`config.mk`:
```
export PLATFORM = sky130hd
export DESIGN_NAME = nn_calc_sequencer_flat
export DESIGN_NICKNAME = d
export VERILOG_FILES = /design/src/rtl/nn_calc_sequencer_if.sv /design/src/rtl/nn_calc_sequencer.sv /design/src/flat_wrapper.sv
export SDC_FILE = /design/constraint.sdc
export NUM_CORES = 1
export LEC_CHECK = 0
export ABC_AREA = 1
export CAP_MARGIN = 30
export CORE_MARGIN = 2
export CORE_UTILIZATION = 30
export CTS_BUF_LIST = sky130_fd_sc_hd__clkbuf_8
export CTS_CLUSTER_DIAMETER = 30
export DETAILED_ROUTE_END_ITERATION = 8
export PLACE_DENSITY = 0.45
export SKIP_CTS_REPAIR_TIMING = 1
export SLEW_MARGIN = 20
export SYNTH_ARGS = -nofsm -noshare
export SYNTH_HDL_FRONTEND = slang
export SYNTH_SLANG_ARGS = --single-unit
```
`constraint.sdc`:
```
create_clock -name clk -period 3.85 [get_ports clk]
set_clock_uncertainty 0.1 [all_clocks]
set_input_delay 1.155 -clock clk [delete_from_list [all_inputs] [get_ports clk]]
set_output_delay 1.155 -clock clk [all_outputs]
set_load 0.03 [all_outputs]
```
`src/rtl/nn_calc_sequencer_if.sv`:
```
// Bus bundle between the CSR/datapath side and the calculation sequencer.
// The master drives start/abort and observes the sequencer's strobes and
// addresses. The slave is the sequencer itself.
interface nn_calc_sequencer_if #(
  parameter int PIX_W = 11,
  parameter int WGT_W = 14
);
  logic             start_calc;
  logic             abort;
  logic [PIX_W-1:0] pixel_address;
  logic [WGT_W-1:0] weight_address;
  logic             mem_rd;
  logic             mac_en;
  logic             acc_clear;
  logic             result_wen;
  logic [3:0]       result_addr;
  logic             busy;
  logic             done_calc;

  modport master (
    output start_calc, abort,
    input  pixel_address, weight_address, mem_rd, mac_en, acc_clear,
           result_wen, result_addr, busy, done_calc
  );

  modport slave (
    input  start_calc, abort,
    output pixel_address, weight_address, mem_rd, mac_en, acc_clear,
           result_wen, result_addr, busy, done_calc
  );
endinterface

```
`src/rtl/nn_calc_sequencer.sv`:
```
// Sequencer for the MAC datapath. It walks the pixel and weight memories once
// per output neuron, clears the accumulator, and commits each sum to the result
// registers. All outputs are registered from the next-state values.
//
// state  | meaning
// IDLE   | waiting for a rising edge on start_calc
// CLEAR  | one-cycle accumulator clear before a neuron
// FETCH  | issue one pixel/weight read per cycle
// DRAIN  | wait out the SRAM latency so the last MAC lands
// STORE  | write the accumulator to result register <neuron>
// DONE   | one-cycle completion pulse
module nn_calc_sequencer #(
  parameter int N_INPUTS  = 784,
  parameter int N_OUTPUTS = 10,
  parameter int MEM_LAT   = 1,
  parameter int PIX_W     = 11,
  parameter int WGT_W     = 14
) (
  input logic                clk,
  input logic                n_rst,
  nn_calc_sequencer_if.slave bus
);

  localparam logic [2:0] S_IDLE  = 3'd0;
  localparam logic [2:0] S_CLEAR = 3'd1;
  localparam logic [2:0] S_FETCH = 3'd2;
  localparam logic [2:0] S_DRAIN = 3'd3;
  localparam logic [2:0] S_STORE = 3'd4;
  localparam logic [2:0] S_DONE  = 3'd5;

  localparam logic [PIX_W-1:0] PIX_LAST  = PIX_W'(N_INPUTS - 1);
  localparam logic [3:0]       NEUR_LAST = 4'(N_OUTPUTS - 1);
  localparam logic [WGT_W-1:0] WGT_STEP  = WGT_W'(N_INPUTS);
  localparam logic [1:0]       LAT_LOAD  = 2'(MEM_LAT - 1);

  logic [2:0]         state_q, state_d;
  logic [PIX_W-1:0]   pix_q, pix_d;
  logic [3:0]         neuron_q, neuron_d;
  logic [WGT_W-1:0]   wbase_q, wbase_d;
  logic [1:0]         lat_q, lat_d;
  logic               start_q;
  logic [MEM_LAT-1:0] vld_q, vld_d;

  logic [PIX_W-1:0]   pixel_address_q, pixel_address_d;
  logic [WGT_W-1:0]   weight_address_q, weight_address_d;
  logic               mem_rd_q, mem_rd_d;
  logic               acc_clear_q, acc_clear_d;
  logic               result_wen_q, result_wen_d;
  logic [3:0]         result_addr_q, result_addr_d;
  logic               busy_q, busy_d;
  logic               done_q, done_d;

  logic start_edge;
  logic kill;

  assign start_edge = bus.start_calc & ~start_q;
  // Abort only matters once a run is under way; in IDLE it merely blocks a launch.
  assign kill       = bus.abort & (state_q != S_IDLE);

  // Next-state and counter update; weight base accumulates by N_INPUTS per neuron.
  always_comb begin
    state_d  = state_q;
    pix_d    = pix_q;
    neuron_d = neuron_q;
    wbase_d  = wbase_q;
    lat_d    = lat_q;
    if (kill) begin
      state_d  = S_IDLE;
      pix_d    = '0;
      neuron_d = '0;
      wbase_d  = '0;
      lat_d    = '0;
    end else begin
      case (state_q)
        S_IDLE: begin
          if (start_edge && !bus.abort) begin
            state_d  = S_CLEAR;
            neuron_d = '0;
            wbase_d  = '0;
          end
        end
        S_CLEAR: begin
          state_d = S_FETCH;
          pix_d   = '0;
        end
        S_FETCH: begin
          if (pix_q == PIX_LAST) begin
            state_d = S_DRAIN;
            lat_d   = LAT_LOAD;
          end else begin
            pix_d = pix_q + PIX_W'(1);
          end
        end
        S_DRAIN: begin
          if (lat_q == 2'd0) state_d = S_STORE;
          else               lat_d   = lat_q - 2'd1;
        end
        S_STORE: begin
          if (neuron_q == NEUR_LAST) begin
            state_d = S_DONE;
          end else begin
            state_d  = S_CLEAR;
            neuron_d = neuron_q + 4'd1;
            wbase_d  = wbase_q + WGT_STEP;
          end
        end
        S_DONE: begin
          state_d  = S_IDLE;
          pix_d    = '0;
          neuron_d = '0;
          wbase_d  = '0;
        end
        default: state_d = S_IDLE;
      endcase
    end
  end

  // Output decode from the next state so every output leaves a flop.
  always_comb begin
    mem_rd_d         = (state_d == S_FETCH);
    pixel_address_d  = (state_d == S_FETCH) ? pix_d : '0;
    weight_address_d = (state_d == S_FETCH) ? (wbase_d + WGT_W'(pix_d)) : '0;
    acc_clear_d      = (state_d == S_CLEAR);
    result_wen_d     = (state_d == S_STORE);
    result_addr_d    = (state_d == S_STORE) ? neuron_d : '0;
    busy_d           = (state_d != S_IDLE);
    done_d           = (state_d == S_DONE);
  end

  // Valid pipe: mac_en is mem_rd delayed by the SRAM latency; flushed on abort.
  always_comb begin
    vld_d = '0;
    if (!kill) begin
      vld_d[0] = mem_rd_q;
      for (int i = 1; i < MEM_LAT; i++) vld_d[i] = vld_q[i-1];
    end
  end

  // State, counters, start history and registered outputs.
  always_ff @(posedge clk or negedge n_rst) begin
    if (!n_rst) begin
      state_q          <= S_IDLE;
      pix_q            <= '0;
      neuron_q         <= '0;
      wbase_q          <= '0;
      lat_q            <= '0;
      start_q          <= 1'b0;
      vld_q            <= '0;
      pixel_address_q  <= '0;
      weight_address_q <= '0;
      mem_rd_q         <= 1'b0;
      acc_clear_q      <= 1'b0;
      result_wen_q     <= 1'b0;
      result_addr_q    <= '0;
      busy_q           <= 1'b0;
      done_q           <= 1'b0;
    end else begin
      state_q          <= state_d;
      pix_q            <= pix_d;
      neuron_q         <= neuron_d;
      wbase_q          <= wbase_d;
      lat_q            <= lat_d;
      start_q          <= bus.start_calc;
      vld_q            <= vld_d;
      pixel_address_q  <= pixel_address_d;
      weight_address_q <= weight_address_d;
      mem_rd_q         <= mem_rd_d;
      acc_clear_q      <= acc_clear_d;
      result_wen_q     <= result_wen_d;
      result_addr_q    <= result_addr_d;
      busy_q           <= busy_d;
      done_q           <= done_d;
    end
  end

  assign bus.pixel_address  = pixel_address_q;
  assign bus.weight_address = weight_address_q;
  assign bus.mem_rd         = mem_rd_q;
  assign bus.mac_en         = vld_q[MEM_LAT-1];
  assign bus.acc_clear      = acc_clear_q;
  assign bus.result_wen     = result_wen_q;
  assign bus.result_addr    = result_addr_q;
  assign bus.busy           = busy_q;
  assign bus.done_calc      = done_q;

endmodule

```
`src/flat_wrapper.sv`:
```
// flat-port wrapper written by rule: the top's interface ports become plain ports
module nn_calc_sequencer_flat 
#(
  parameter int N_INPUTS  = 784,
  parameter int N_OUTPUTS = 10,
  parameter int MEM_LAT   = 1,
  parameter int PIX_W     = 11,
  parameter int WGT_W     = 14
)
  (clk, n_rst, bus_start_calc, bus_abort, bus_pixel_address, bus_weight_address, bus_mem_rd, bus_mac_en, bus_acc_clear, bus_result_wen, bus_result_addr, bus_busy, bus_done_calc);
  nn_calc_sequencer_if #(.PIX_W(PIX_W), .WGT_W(WGT_W)) bus_i ();
  input logic clk;
  input logic n_rst;
  input wire logic [$bits(bus_i.start_calc)-1:0] bus_start_calc;
  input wire logic [$bits(bus_i.abort)-1:0] bus_abort;
  output wire logic [$bits(bus_i.pixel_address)-1:0] bus_pixel_address;
  output wire logic [$bits(bus_i.weight_address)-1:0] bus_weight_address;
  output wire logic [$bits(bus_i.mem_rd)-1:0] bus_mem_rd;
  output wire logic [$bits(bus_i.mac_en)-1:0] bus_mac_en;
  output wire logic [$bits(bus_i.acc_clear)-1:0] bus_acc_clear;
  output wire logic [$bits(bus_i.result_wen)-1:0] bus_result_wen;
  output wire logic [$bits(bus_i.result_addr)-1:0] bus_result_addr;
  output wire logic [$bits(bus_i.busy)-1:0] bus_busy;
  output wire logic [$bits(bus_i.done_calc)-1:0] bus_done_calc;
  assign bus_i.start_calc = bus_start_calc;
  assign bus_i.abort = bus_abort;
  assign bus_pixel_address = bus_i.pixel_address;
  assign bus_weight_address = bus_i.weight_address;
  assign bus_mem_rd = bus_i.mem_rd;
  assign bus_mac_en = bus_i.mac_en;
  assign bus_acc_clear = bus_i.acc_clear;
  assign bus_result_wen = bus_i.result_wen;
  assign bus_result_addr = bus_i.result_addr;
  assign bus_busy = bus_i.busy;
  assign bus_done_calc = bus_i.done_calc;
  nn_calc_sequencer #(.N_INPUTS(N_INPUTS), .N_OUTPUTS(N_OUTPUTS), .MEM_LAT(MEM_LAT), .PIX_W(PIX_W), .WGT_W(WGT_W)) u_core (.clk(clk), .n_rst(n_rst), .bus(bus_i));
endmodule
```
---- Word-level counts from Yosys, hierarchy flattened ----
Cells that the tools add are included.
word-level totals
  bits in registers ....................... 70
  bits of input ports ..................... 4
  output and inout bits ................... 35
  word-level logic and storage cells ...... 70
operators by class
  $add $sub $neg .......................... 5
  equality and inequality tests ........... 13
  muxes and demuxes ....................... 25
  bitwise gates (word level) .............. 3
  reduce and logical (&&, ||, !) cells .... 9
operators by type and width
  cell                                                    count
  2-to-1 mux 14 bit                                       4
  case mux 14 bit (3 select lines)                        1
  2-to-1 mux 11 bit                                       3
  case mux 11 bit (2 select lines)                        1
  2-to-1 mux 4 bit                                        4
  2-to-1 mux 3 bit                                        5
  case mux 3 bit (5 select lines)                         1
  adder 14 x 10 -> 14 bit (second input constant)         1
  adder 14 x 11 -> 14 bit                                 1
  equality test 3 bit (second input constant)             4
  case mux 4 bit (3 select lines)                         1
  adder 11 x 1 -> 11 bit (second input constant)          1
  equality test 11 x 10 -> 1 bit (second input constant)  1
  equality test 3 x 2 -> 1 bit (second input constant)    3
  nonzero test 3 bit                                      3
  equality test 3 x 1 -> 1 bit (second input constant)    2
  2-to-1 mux 2 bit                                        3
  adder 4 x 1 -> 4 bit (second input constant)            1
  equality test 4 bit (second input constant)             1
  case mux 2 bit (2 select lines)                         1
  zero test 3 bit                                         1
  != test 3 x 1 -> 1 bit (second input constant)          1
  != test 3 x 2 -> 1 bit (second input constant)          1
  AND reduction 3 bit                                     1
  other kinds (8)                                         9

---- Logic depth before layout (Yosys ltp) ----
  depth in word-level cells ............... 8
  depth in mapped cells ................... 22
  depth with buffers taken out ............ 22

---- Least setup slack after synthesis ----
Ideal clock, no wire load.
  path type ............................... in2reg
  from .................................... input bus_abort
  to ...................................... register u_core.weight_address_q[12] (netlist: u_core.bus.weight_address[12])
  setup time .............................. 119 ps
  arrival ................................. 3,145 ps
  data required time ...................... 3,631 ps
  slack ................................... 486 ps
  stages .................................. 20
  buffers on the path ..................... 0
  path through ............................ inv_1 nand3_1 a21oi_1 inv_1 nor2_2 inv_1 a22o_1 nand2_1 inv_1 ha_1 a21oi_1 nor2_1 nor2_1 nand2_1 nand2_1 nand2_1 nand2_1 nand2_1 a21oi_1 nor2_1
between the ends
  word-level cells in the longest chain between the ends .. 7
  elaborated cells on any way between the ends .. 13
  classes of those cells .................. 1 x add/sub; 1 x eq/ne; 8 x mux; 1 x bitwise; 2 x reduce/logical
ends and longest elaborated chain
  item                              line                      source
  from (decl)                       flat_wrapper.sv:15        input wire logic [$bits(bus_i.abort)-1:0] bus_abort;
  zero test 1 bit                   nn_calc_sequencer.sv:76   if (start_edge && !bus.abort) begin
  logical AND 1 bit                 nn_calc_sequencer.sv:76
  2-to-1 mux 14 bit                 nn_calc_sequencer.sv:76
  case mux 14 bit (3 select lines)  nn_calc_sequencer.sv:74   case (state_q)
  2-to-1 mux 14 bit *               nn_calc_sequencer.sv:67   if (kill) begin
  net u_core.wbase_d[5]             nn_calc_sequencer.sv:39   logic [WGT_W-1:0] wbase_q, wbase_d;
  adder 14 x 11 -> 14 bit *         nn_calc_sequencer.sv:122  weight_address_d = (state_d == S_FETCH) ? (wbase_d + WGT_W'(pix_d)) : '0;
  2-to-1 mux 14 bit *               nn_calc_sequencer.sv:122
  net u_core.weight_address_d[12]   nn_calc_sequencer.sv:45   logic [WGT_W-1:0] weight_address_q, weight_address_d;
  to (signal assigned)              nn_calc_sequencer.sv:166  weight_address_q <= weight_address_d;
  to (decl)                         nn_calc_sequencer.sv:45
The timed path passes the listed nets; every way through them passes the cells marked *.
A chain may end at the register's enable or synchronous reset.

---- Final worst setup path ----
Same ends and word-level chain as after synthesis.

==> flow_summary_export.csv <==
group,metric,value,unit
drt,drc,2,
yosys,synthesis.nets,450,
drt,vias,3038,
cells_and_area,fin_nets,521,
critical_path,cp_slowest_cell,"clkdlybuf4s50_1",
critical_path,path_buf_inv,5,
timing,relSlewSlack,54.7,%
run,cap_violations,0,
timing,grt_setup_unrepaired,"no",
drt,avgViaCountPerCell,4.69,
die,die_w,113,µm
worst_hold_path,holdPathStages,2,
drt,totalWireLength,8.81,mm
yosys,async_flop_share,100,%
yosys,ys_seq_elements,70,
cts,cts_root_buf,"clkbuf_8",
placed_design,portBuffers,38,
die,coreArea,0.0115,mm²
critical_path,crit_family,"simple AND/OR/NAND/NOR gates",
yosys,synth_area_leaders,"dfrtp_1 49%, nand2_1 7.8%, inv_1 6.0%, nor2_1 6.0%, ha_1 5.6%",
timing,whs,0.399,ns
pwr,power_density,622,mW/mm²
cts,path_clk_slew,0.07,ns
timing,fin_crit_sh,92.4,%
timing,final.setup.tns,0,ns
timing,finalHoldViolCount,0,
die,design.die.area,0.0128,mm²
critical_path,slowest_delay,0.47,ns
yosys,synth_cell_types,37,
timing,drv_slew,0,
critical_path,path_max_fanout,3,
yosys,netlist_area,0.00356,mm²
critical_path,critPathCaptureType,"flip-flop",
placed_design,dpl-instance-area,0.00430,mm²
run_status,outcome,"complete, but fails checks",
cells_and_area,finish.instance_area,0.00451,mm²
critical_path,cp-start-kind,"input pin",
cts,cts_num_sinks,70,
critical_path,cp_data_arrival_time,3.71,ns
critical_path,path_cells,"clkdlybuf4s50_1, inv_1, nand3_1, nand2_1, nand3_1, inv_1, nor2_1, ha_1, inv_1, fa_1, inv_1, nand3_1, nand2_1, nand2_1, nand2_1, nand2_1, nand2_1, nand2_1, nand2_1, nand3_1, nand2_1, nor2_1",
critical_path,cp_common_cell,"nand2_1",
drt,avgRoutedWirePerCell,13.6,µm
die,row_count,39,
grt,grt_pass1_vias,3044,
yosys,syn_avg_cell_area,8.30,µm²
pwr,peakVddDrop,211,µV
yosys,syn-instance-count,429,
critical_path,path_depth,22,
cts,clk_latency,0.36,ns
timing,min_period,3.56,ns
yosys,synth-seq-area-share,49.2,%
timing,setup_slack,0.292,ns
placed_design,gp_congestion,0.833,
yosys,synth_top_area_share,49.2,%
pwr,power_leakage,2.27,nW
placed_design,dpl.hpwl,6.57,mm
yosys,synth_top_area_cell,"dfrtp_1",
timing,worst_pin_slew,0.679,ns
run_status,violations,"DRC",
timing,setup_viol_count_final,0,
die,ios,39,
drt,antenna_left,0,
drt,drtIter0Drc,172,
placed_design,place_ws,-0.167,ns
critical_path,required,4.00,ns
grt,antenna_found_initial,0,
drt,first_pass_iters,6,
yosys,synth_edf_count,0,
cts,cts_tree,"yes",
cells_and_area,final_cell_mix,"74 x nand2_1, 70 x dfrtp_1, 58 x inv_1",
timing,clock.fmax,281,MHz
pwr,p_total,0.00280,W
cts,cts_buffers,9,
cells_and_area,antennaDiodeCount,0,
cells_and_area,drive_above_1_share,11.9,%
die,start_util,30.9,%
cts,clock_path_buffers,2,
critical_path,crit_type,"in -> reg",
worst_hold_path,worstHoldPathType,"reg -> reg",
yosys,yosys_warnings,0,
cts,htreeDepth,3,
die,die_y,113,µm
critical_path,r2r_cells,18,
grt,grt_max_degree,43,
grt,grt_usage,14.8,%
cells_and_area,areaGrowthSynthToFinish,26.6,%
grt,grt_first_pass_wirelength,14.7,mm
yosys,ys.flop_type,"dfrtp_1",
grt,overflow,0,
cells_and_area,final_common_cell,"nand2_1",
worst register-to-register path: cells and delay by family (launching register included):
family,cells,cell delay [ns]
buffers and inverters,1,0.13
AOI/OAI and AO/OA,2,0.32
adders and majority gates,2,0.52
and+or+nand+nor,13,1.70
DFF,1,0.41
report_power, final:
| part | switching, W | internal (W) | leakage, nW |
|---|---|---|---|
| clock | 0.000282 | 0.000329 | 0.110 |
| combinational | 0.000783 | 0.000454 | 1.20 |
| sequential | 0.0000855 | 0.000871 | 0.955 |
cell usage after synthesis (2+ instances only):
cell type,count
o21ai_0,29
inv_1,57
dfrtp_1,70
nor3_1,12
inv_2,6
ha_1,16
or2_2,2
a21oi_1,30
nor2_1,57
nor2_2,3
o21bai_1,3
nand4_1,9
nand2_1,74
nand2_2,2
nand3_1,28
buf_2,2
nand3b_1,3
xnor2_1,3
xor2_1,5
final cells by class:
class	instances	area, µm²
Timing Repair Buffer	64	583
Tap cell	143	179
Sequential cell	70	1750
Clock buffer	11	151
Inverter	63	236
Fill cell	1180	7010
Clock inverter	5	48.8
Multi-Input combinational cell	292	1560
layer usage:
layer / vias to the layer above / part of all wire [%] / track usage (%)
li1: 1536 / - / -
met1: 1430 / 49 / 19.8
met2: 60 / 45 / 23.0
met3: 12 / 3.9 / 2.36
met4: 0 / 1.7 / 8.13
met5: - / 0 / 0
flip-flops by register name, summed over array words and instances (netlist names):
register and cells:
u_core.bus.result_addr 4, u_core.start_q 1, u_core.bus.pixel_address 11, u_core.bus.weight_address 14, u_core.bus.mem_rd 1, u_core.wbase_q 14, u_core.bus.acc_clear 1, u_core.neuron_q 4
u_core.pix_q 11, u_core.bus.result_wen 1, u_core.bus.done_calc 1, u_core.bus.mac_en 1, u_core.state_q 3, u_core.lat_q 2, u_core.bus.busy 1
kinds of logic (layout without fill, tap and decap cells):
family                   Yosys count  count (layout)  synth area share [%]
adder cells (fa/ha/maj)           17              17                  6.18
AO/OA/AOI/OAI                     72              72                  11.0
buffers and inverters             67             143                  7.34
flip-flops                        70              70                  49.2
AND/OR/NAND/NOR                  195             195                  24.3
XOR/XNOR                           8               8                  1.97
stage by stage:
step                      util [%]  std cells
final                         39.1        648
after global routing          39.1        648
after CTS                     39.1        648
after detailed placement      37.3        632
after global placement        37.3        632
after floorplan                  -        429
path summary, 6_finish.rpt:
path                                        startpoint  slack (ns)                                       to
min                        u_core.bus.mem_rd$_DFF_PN0_        0.40              u_core.bus.mac_en$_DFF_PN0_
max reg2reg                  u_core.pix_q[0]$_DFF_PN0_        0.57  u_core.bus.weight_address[13]$_DFF_PN0_
min reg2reg                u_core.bus.mem_rd$_DFF_PN0_        0.40              u_core.bus.mac_en$_DFF_PN0_
max in group asynchronous                        n_rst        2.26                u_core.pix_q[3]$_DFF_PN0_
max                                          bus_abort        0.29  u_core.bus.weight_address[12]$_DFF_PN0_
min in group asynchronous                        n_rst        0.73              u_core.bus.mac_en$_DFF_PN0_
Power figures use the tool's default switching activity.
